===== src/rtl/vedic_mult_pipe.sv =====
// Pipelined Urdhva-Tiryagbhyam multiplier: S1 sub-products, S2 partial sums, S3 final sum.
// Optional signed mode is enabled by defining VEDIC_MULT_SIGNED_EN (adds the in_signed port).
module vedic_mult_pipe #(
    parameter int WIDTH = 16,
    parameter int TAG_W = 4
) (
    input  logic               clk,
    input  logic               reset,
    input  logic               in_valid,
    output logic               in_ready,
    input  logic [WIDTH-1:0]   in_a,
    input  logic [WIDTH-1:0]   in_b,
    input  logic [TAG_W-1:0]   in_tag,
`ifdef VEDIC_MULT_SIGNED_EN
    input  logic               in_signed,
`endif
    output logic               out_valid,
    input  logic               out_ready,
    output logic [2*WIDTH-1:0] out_p,
    output logic [TAG_W-1:0]   out_tag,
    output logic [1:0]         occupancy
);

    localparam int H    = WIDTH / 2;
    localparam int LVLS = (H > 2) ? $clog2(H) : 1;

    // Bottom-up form of the Vedic recursion: level k holds every chunk-pair product of
    // chunk size 2^(k+1); the top level's four products are LL, HL, LH and HH.
    function automatic logic [4*WIDTH-1:0] vedic_subproducts(input logic [WIDTH-1:0] a,
                                                             input logic [WIDTH-1:0] b);
        logic [WIDTH-1:0] pp [LVLS][WIDTH/2][WIDTH/2];
        logic [1:0]       a2, b2;
        logic             cr1, cr2, c1, t3;
        int               sz, n;
        for (int k = 0; k < LVLS; k++)
            for (int i = 0; i < WIDTH/2; i++)
                for (int j = 0; j < WIDTH/2; j++)
                    pp[k][i][j] = '0;
        for (int i = 0; i < WIDTH/2; i++) begin
            for (int j = 0; j < WIDTH/2; j++) begin
                a2  = a[2*i +: 2];
                b2  = b[2*j +: 2];
                cr1 = a2[1] & b2[0];
                cr2 = a2[0] & b2[1];
                c1  = cr1 & cr2;
                t3  = a2[1] & b2[1];
                pp[0][i][j][3:0] = {t3 & c1, t3 ^ c1, cr1 ^ cr2, a2[0] & b2[0]};
            end
        end
        for (int k = 1; k < LVLS; k++) begin
            sz = 2 << k;
            n  = WIDTH / sz;
            for (int i = 0; i < n; i++)
                for (int j = 0; j < n; j++)
                    pp[k][i][j] = pp[k-1][2*i][2*j]
                                + ((pp[k-1][2*i+1][2*j] + pp[k-1][2*i][2*j+1]) << (sz/2))
                                + (pp[k-1][2*i+1][2*j+1] << sz);
        end
        return {pp[LVLS-1][1][1], pp[LVLS-1][0][1], pp[LVLS-1][1][0], pp[LVLS-1][0][0]};
    endfunction

    // Handshake: each stage loads when empty or when its successor frees a slot.
    logic s1_valid, s2_valid, s3_valid;
    logic s1_en, s2_en, s3_en;

    assign s3_en     = ~s3_valid | out_ready;
    assign s2_en     = ~s2_valid | s3_en;
    assign s1_en     = ~s1_valid | s2_en;
    assign in_ready  = s1_en;
    assign out_valid = s3_valid;
    assign occupancy = {1'b0, s1_valid} + {1'b0, s2_valid} + {1'b0, s3_valid};

    logic [WIDTH-1:0] op_a, op_b;
    logic [WIDTH-1:0] sp_ll, sp_hl, sp_lh, sp_hh;

`ifdef VEDIC_MULT_SIGNED_EN
    logic op_neg, s1_neg, s2_neg;
    // -2^(W-1) negates to itself, which reads correctly as the unsigned magnitude 2^(W-1).
    assign op_a   = (in_signed && in_a[WIDTH-1]) ? -in_a : in_a;
    assign op_b   = (in_signed && in_b[WIDTH-1]) ? -in_b : in_b;
    assign op_neg = in_signed & (in_a[WIDTH-1] ^ in_b[WIDTH-1]);
`else
    assign op_a = in_a;
    assign op_b = in_b;
`endif

    assign {sp_hh, sp_lh, sp_hl, sp_ll} = vedic_subproducts(op_a, op_b);

    logic [WIDTH-1:0]   s1_ll, s1_hl, s1_lh, s1_hh;
    logic [TAG_W-1:0]   s1_tag, s2_tag;
    logic [H-1:0]       s2_p0;
    logic [2*H:0]       s2_x;
    logic [3*H-1:0]     s2_y;

    logic [2*H:0]       x_a, x_b, x_sum;
    logic [3*H-1:0]     y_a, y_b, y_sum, z_a, z_b, z_sum;
    logic               carry;
    logic [2*WIDTH-1:0] p_final;

    // Generate/propagate carry chains for X, Y and the final upper sum.
    always_comb begin
        x_a   = {1'b0, s1_hl};
        x_b   = {{(H+1){1'b0}}, s1_ll[2*H-1:H]};
        y_a   = {{H{1'b0}}, s1_lh};
        y_b   = {s1_hh, {H{1'b0}}};
        z_a   = s2_y;
        z_b   = {{(H-1){1'b0}}, s2_x};
        x_sum = '0;
        y_sum = '0;
        z_sum = '0;
        carry = 1'b0;
        for (int i = 0; i <= 2*H; i++) begin
            x_sum[i] = x_a[i] ^ x_b[i] ^ carry;
            carry    = (x_a[i] & x_b[i]) | ((x_a[i] ^ x_b[i]) & carry);
        end
        carry = 1'b0;
        for (int i = 0; i < 3*H; i++) begin
            y_sum[i] = y_a[i] ^ y_b[i] ^ carry;
            carry    = (y_a[i] & y_b[i]) | ((y_a[i] ^ y_b[i]) & carry);
        end
        // Carry out of the upper sum is discarded: the full product always fits in 2*WIDTH.
        carry = 1'b0;
        for (int i = 0; i < 3*H; i++) begin
            z_sum[i] = z_a[i] ^ z_b[i] ^ carry;
            carry    = (z_a[i] & z_b[i]) | ((z_a[i] ^ z_b[i]) & carry);
        end
    end

`ifdef VEDIC_MULT_SIGNED_EN
    assign p_final = s2_neg ? -{z_sum, s2_p0} : {z_sum, s2_p0};
`else
    assign p_final = {z_sum, s2_p0};
`endif

    // NOTE: only valid bits and the visible output are reset; stage data is qualified by
    // its valid bit, so resetting it would add reset fan-out for no functional benefit.
    always_ff @(posedge clk) begin
        if (reset) begin
            s1_valid <= 1'b0;
            s2_valid <= 1'b0;
            s3_valid <= 1'b0;
            out_p    <= '0;
            out_tag  <= '0;
        end else begin
            if (s1_en) s1_valid <= in_valid;
            if (s2_en) s2_valid <= s1_valid;
            if (s3_en) s3_valid <= s2_valid;
            if (s3_en && s2_valid) begin
                out_p   <= p_final;
                out_tag <= s2_tag;
            end
        end
    end

    always_ff @(posedge clk) begin
        if (s1_en && in_valid) begin
            s1_ll  <= sp_ll;
            s1_hl  <= sp_hl;
            s1_lh  <= sp_lh;
            s1_hh  <= sp_hh;
            s1_tag <= in_tag;
`ifdef VEDIC_MULT_SIGNED_EN
            s1_neg <= op_neg;
`endif
        end
        if (s2_en && s1_valid) begin
            s2_p0  <= s1_ll[H-1:0];
            s2_x   <= x_sum;
            s2_y   <= y_sum;
            s2_tag <= s1_tag;
`ifdef VEDIC_MULT_SIGNED_EN
            s2_neg <= s1_neg;
`endif
        end
    end

endmodule

===== config.mk =====
export PLATFORM = sky130hd
export DESIGN_NAME = vedic_mult_pipe
export DESIGN_NICKNAME = d
export VERILOG_FILES = /design/src/rtl/vedic_mult_pipe.sv
export SDC_FILE = /design/constraint.sdc
export NUM_CORES = 1
export LEC_CHECK = 0
export BUFFER_PORTS_ARGS = -buffer_cell sky130_fd_sc_hd__buf_2
export CAP_MARGIN = 20
export CORE_MARGIN = 5
export CORE_UTILIZATION = 54
export CTS_BUF_LIST = sky130_fd_sc_hd__clkbuf_4
export CTS_CLUSTER_SIZE = 12
export DETAILED_ROUTE_END_ITERATION = 10
export PLACE_DENSITY_LB_ADDON = 0.1
export SLEW_MARGIN = 10
export SYNTH_ARGS = -nofsm -noshare
export SYNTH_HDL_FRONTEND = slang
export SYNTH_SLANG_ARGS = --single-unit

===== constraint.sdc =====
create_clock -name clk -period 10.2 [get_ports clk]
set_input_delay 0.51 -clock clk [delete_from_list [all_inputs] [get_ports clk]]
set_output_delay 0.51 -clock clk [all_outputs]
set_load 0.02 [all_outputs]

==> impl_metrics.env, run 1 <==
export IMPL_cp_max_fo=1
export IMPL_grt_max_degree=69
export IMPL_cts_hold_buf=0
export IMPL_drt_iter0_markers=480
export IMPL_crit_path_start_kind="flip-flop"
export IMPL_synth_edff_count=121
export IMPL_pwr_share_clk_pct=10.0
export IMPL_worstSetupStartpoint="s2_x[0]$_DFFE_PP_"
export IMPL_slowest_delay_ns=0.41
export IMPL_antenna_found_initial=2
export IMPL_wl_met2_mm=15.1
export IMPL_topRoutingLayerUsed="met4"
export IMPL_clock_sinks=160
export IMPL_netlist_area_leader_share_pct=26.8
export IMPL_fin_nets=2247
export IMPL_area_delta_synth_final_pct=6.19
export IMPL_yosys_area_top_type="ha_1"
export IMPL_seq_power_share_pct=29.5
export IMPL_grt_pass1_wl_mm=57.3
export IMPL_synthTopCellsByArea="ha_1, edfxtp_1, fa_1, and2_1, dfxtp_1"
export IMPL_syn_inst=1668
export IMPL_synth_warnings=0
export IMPL_fmax_ghz=0.119
export IMPL_wl_met3_mm=1.03
export IMPL_core_area_um2=31500
export IMPL_die_y_um=188
export IMPL_grt_pass1_vias=11488
export IMPL_power_internal_mw=2.05
export IMPL_syn_area_per_cell_um2=10.3
export IMPL_grt_total_usage_pct=19.7
export IMPL_synth_most_common_cell="ha_1"
export IMPL_pin_count=80
export IMPL_power_net_switching_mw=1.56
export IMPL_cts_buffer_depth=2
export IMPL_ys_seq_area_share_pct=25.7
export IMPL_cts_root_buf="clkbuf_4"
export IMPL_routedWlPerCell_um=15.9
export IMPL_die_w_um=188
export IMPL_final_period_utilization_pct=82.6
export IMPL_cp_required_ns=10.65
export IMPL_crit_top_cell="fa_1"
export IMPL_hp_class="in -> reg"
export IMPL_rsz0062_at_grt="false"
export IMPL_io_buffers=79
export IMPL_m1WireLength_mm=17.6
export IMPL_worstHoldStart="in_tag[2]"
export IMPL_drt_first_pass_iters=5
export IMPL_worstSetupEndpoint="out_p[31]$_SDFFE_PP0P_"
export IMPL_swShare_pct=43.2
export IMPL_insertion_delay_ns=0.52
export IMPL_arrival_ns=8.87
export IMPL_nFillCells=2770
export IMPL_power_density_nw_per_um2=198
export IMPL_ant_nets=0
export IMPL_reg2reg_slack_ns=1.78
export IMPL_wl_mm=34.1
export IMPL_tritoncts="yes"
export IMPL_max_cap_viol_count=0
export IMPL_skew_ns=0.0158
export IMPL_ys_ff_latch=160
export IMPL_drc=0
export IMPL_total_power_mw=3.60
export IMPL_numCtsBuffers=17
export IMPL_clk_pin_slew_ns=0.14
export IMPL_synthFlopType="edfxtp_1"
export IMPL_status="finished, final reports clean"
export IMPL_p_comb_share_pct=60.5
export IMPL_r2r_cells=25
export IMPL_syn_area_um2=17200
export IMPL_gp_congestion=0.823
export IMPL_die_area_um2=35500
export IMPL_slowest_stage="fa_1"
export IMPL_start_util_pct=54.6
export IMPL_layout_min_cycle_time_ns=8.42
export IMPL_via_per_inst=5.36
export IMPL_fin_setup_tns_ns=0
export IMPL_end_kind="flip-flop"
export IMPL_hold_violations=0
export IMPL_synth_common_cells="ha_1, and2_1, inv_1"
export IMPL_synth_distinct_cells=46
export IMPL_p_leak_nw=9.34
export IMPL_finalMaxSlewViolations=0
export IMPL_drive_gt1_share_pct=7.31
export IMPL_tightest_slew_ns=0.838
export IMPL_num_vias=11471
export IMPL_grt_overflow_total=0
export IMPL_cts_resized=0
export IMPL_r2r_end="out_p[31]$_SDFFE_PP0P_"
export IMPL_cts_max_level=4
export IMPL_synthesis_nets=2191
export IMPL_setup_viol=0
export IMPL_post_cts_setup_buffer_count=0
export IMPL_relSlewSlack_pct=44.1
export IMPL_async_flop_share_pct=0
export IMPL_path_class="reg -> reg"
export IMPL_rr_startpoint="s2_x[0]$_DFFE_PP_"
export IMPL_rows=65
export IMPL_dp_hpwl_mm=26.8
export IMPL_peakVddDrop_mv=0.0991
==> cell type report <==
type | instances | area (um2) | area share [%]
multi-input cells | 1327 | 12100 | 66.4
flip-flops and latches | 160 | 4410 | 24.2
inverters | 135 | 507 | 2.78
well taps | 402 | 503 | 2.76
repair buffers | 83 | 425 | 2.33
clock inverters | 15 | 153 | 0.837
clock buffers | 17 | 128 | 0.700
diodes | 2 | 5.00 | 0.0274
==> per-stage QoR <==
stage	setup slack, ns	area, um2	util [%]	hold slack, ns	cells
2_1_floorplan	2.15	17200	-	0.400	1668
3_3_place_gp	1.88	17900	57.0	0.402	2107
5_1_grt	1.45	18200	57.9	0.0841	2140
3_5_place_dp	1.75	17900	57.0	0.405	2107
4_1_cts	1.74	18200	57.9	0.100	2139
6_report	1.78	18200	57.9	0.161	2141
==> per-layer routing <==
layer	GRT usage [%]	vias up
met5	0	-
met4	3.62	0
met3	1.95	20
met2	31.7	178
met1	29.5	5412
li1	-	5861
==> how the worst min path moves through the flow <==
stage                           to  slack [ns]  cells past startpoint
2_1_floorplan   s2_p0[0]$_DFFE_PP_        0.40                      0
3_3_place_gp    s2_p0[4]$_DFFE_PP_        0.40                      0
3_5_place_dp    s2_p0[1]$_DFFE_PP_        0.40                      0
4_1_cts        s1_tag[2]$_DFFE_PP_        0.10                      1
5_1_grt        s1_tag[2]$_DFFE_PP_        0.08                      1
6_report       s1_tag[2]$_DFFE_PP_        0.16                      1
==> registers in the layout (all words and copies together), names as in the netlist <==
register	count
s1_ll	16
out_p	32
s2_p0	8
s2_tag	4
s1_hl	16
out_valid	1
s1_tag	4
s1_valid	1
s2_x	17
s1_lh	16
s2_y	24
s1_hh	16
s2_valid	1
out_tag	4
==> cells in the final DEF, fill, tap and decap left out, types with 13 or more instances in the layout <==
| cell type | instances |
|---|---|
| xnor2_1 | 56 |
| edfxtp_1 | 121 |
| a211oi_1 | 14 |
| buf_2 | 79 |
| nor2_1 | 44 |
| xor2_1 | 38 |
| nand2_1 | 104 |
| dfxtp_1 | 39 |
| a21o_1 | 66 |
| clkbuf_4 | 17 |
| nor2b_1 | 14 |
| and2_1 | 256 |
| o21ai_0 | 25 |
| inv_1 | 135 |
| fa_1 | 115 |
| o21bai_1 | 13 |
| a21oi_1 | 118 |
| ha_1 | 368 |
==> power by group through the flow <==
stage | clock, mW | combinational (mW) | sequential [mW]
after floorplan | 0 | 1.62 | 1.08
after global placement | 0 | 2.12 | 1.08
after detailed placement | 0 | 2.16 | 1.08
after CTS | 0.374 | 2.19 | 1.07
after global routing | 0.404 | 2.50 | 1.08
final | 0.361 | 2.18 | 1.06
==> cells by family after synthesis <==
logic type,synth area share [%]
AOI/OAI and AO/OA,10.6
and+or+nand+nor,14.7
buffers and inverters,4.00
DFF,25.7
adders and majority gates,40.2
muxes,0.0583
xor gates and xnor gates,4.79
==> worst max-delay path, delay by kind of cell, from the launching register on <==
| kind | cells | cell delay [ns] |
|---|---|---|
| flip-flops | 1 | 0.40 |
| adder cells (fa/ha/maj) | 23 | 7.61 |
| AO/OA/AOI/OAI | 1 | 0.21 |
| XOR/XNOR | 1 | 0.12 |
Power figures use the tool's default switching activity.
==> inputs of run 2 (changes only) <==
Clock period 10.2 ns to 8.32 ns, I/O delays scaled along.
==> impl_metrics.env, run 2 (synthesis results as in run 1) <==
export IMPL_status="finished, final reports clean"
export IMPL_slowest_stage="edfxtp_1"
export IMPL_path_class="reg -> reg"
export IMPL_power_density_nw_per_um2=244
export IMPL_largest_reg_flops=32
export IMPL_fin_nets=2247
export IMPL_layout_min_cycle_time_ns=8.01
export IMPL_area_delta_synth_final_pct=6.40
export IMPL_num_vias=11567
export IMPL_clock_sinks=160
export IMPL_hp_class="in -> reg"
export IMPL_drc=0
export IMPL_worst_path_buf_inv=0
export IMPL_timing_hold_ws_ns=0.0729
export IMPL_max_cap_viol_count=0
export IMPL_grt_max_degree=69
export IMPL_hold_violations=0
export IMPL_setup_viol=0
export IMPL_grt_pass1_wl_mm=58.3
export IMPL_wl_mm=34.5
export IMPL_clk_pin_slew_ns=0.14
export IMPL_cts_max_level=4
export IMPL_total_power_mw=4.46
export IMPL_numCtsBuffers=17
export IMPL_die_area_um2=35500
export IMPL_pre_cts_ws_ns=-0.122
export IMPL_slowest_delay_ns=0.40
export IMPL_design_area_um2=18300
export IMPL_critPathTopFamily="adder cells"
export IMPL_grt_pass1_vias=11816
export IMPL_reg_largest_list="out_p x32, s2_y x24, s2_x x17"
export IMPL_max_flop_register="out_p"
export IMPL_pin_count=80
export IMPL_insertion_delay_ns=0.52
export IMPL_cts_root_buf="clkbuf_4"
export IMPL_p_leak_nw=9.34
export IMPL_end_kind="flip-flop"
export IMPL_ant_nets=0
export IMPL_rows=65
export IMPL_drt_iter0_markers=459
export IMPL_fin_setup_tns_ns=0
export IMPL_final_cells=2140
export IMPL_place_inst=2107
export IMPL_cp_required_ns=8.76
export IMPL_rsz0062_at_grt="false"
export IMPL_final_common_cell="ha_1"
export IMPL_dpl_cell_area_um2=17900
export IMPL_fmax_ghz=0.125
export IMPL_io_buffers=79
export IMPL_drt_first_pass_iters=5
export IMPL_die_y_um=188
export IMPL_grt_overflow_total=0
export IMPL_tightest_slew_ns=0.854
export IMPL_tritoncts="yes"
export IMPL_relSlewSlack_pct=43.1
export IMPL_utilization_pct=58.1
export IMPL_finalMaxSlewViolations=0
export IMPL_via_per_inst=5.41
export IMPL_final_period_utilization_pct=96.3
export IMPL_drive_gt1_share_pct=7.71
export IMPL_cp_max_fo=1
export IMPL_start_util_pct=54.6
export IMPL_antenna_found_initial=3
export IMPL_dp_hpwl_mm=27.0
export IMPL_die_w_um=188
export IMPL_peakVddDrop_mv=0.114
export IMPL_crit_path_start_kind="flip-flop"
export IMPL_layout_common_cells="ha_1, and2_1, inv_1"
export IMPL_arrival_ns=8.45
export IMPL_layout_setup_ws_ns=0.307
export IMPL_cts_buffer_depth=2
export IMPL_skew_ns=0.0238
export IMPL_core_area_um2=31500
export IMPL_routedWlPerCell_um=16.1
export IMPL_grt_total_usage_pct=20.0
export IMPL_post_cts_setup_buffer_count=0
export IMPL_gp_congestion=0.820
run 2: final cells by class:
| class | count | area (um2) |
|---|---|---|
| diodes | 1 | 2.50 |
| multi-input cells | 1327 | 12100 |
| flip-flops and latches | 160 | 4410 |
| well taps | 402 | 503 |
| inverters | 135 | 507 |
| fillers | 2791 | 13200 |
| clock buffers | 17 | 128 |
| repair buffers | 83 | 425 |
| clock inverters | 15 | 171 |
run 2: power breakdown:
group	total, mW	internal, mW	switching, mW
logic	2.68	1.15	1.53
registers	1.30	1.21	0.0929
clock network	0.475	0.188	0.286
run 2: repair_timing:
action / in CTS / in global routing
pin swaps: 0 / 1
hold buffers: 0 / 0
setup endpoints to repair: 2 / 2
resized for setup: 3 / 5
endpoints found under the hold margin: 0 / 0
run 2: worst paths after layout:
kind                            from  slack (ns)  cells after the start                     end
hold reg to reg   s1_ll[6]$_DFFE_PP_        0.41                      0      s2_p0[6]$_DFFE_PP_
hold / removal             in_tag[0]        0.07                      1     s1_tag[0]$_DFFE_PP_
setup reg to reg   s2_x[0]$_DFFE_PP_        0.31                     25  out_p[31]$_SDFFE_PP0P_
setup / recovery   s2_x[0]$_DFFE_PP_        0.31                     25  out_p[31]$_SDFFE_PP0P_
run 2: metal layers:
layer	up-vias	routed length [um]	part of all wire [%]	track usage, %
met3	17	1250	3.6	2.04
met2	195	15500	45	32.7
li1	5858	-	-	-
met1	5497	17500	51	29.5
met4	0	313	0.91	3.17
met5	-	0	0	0
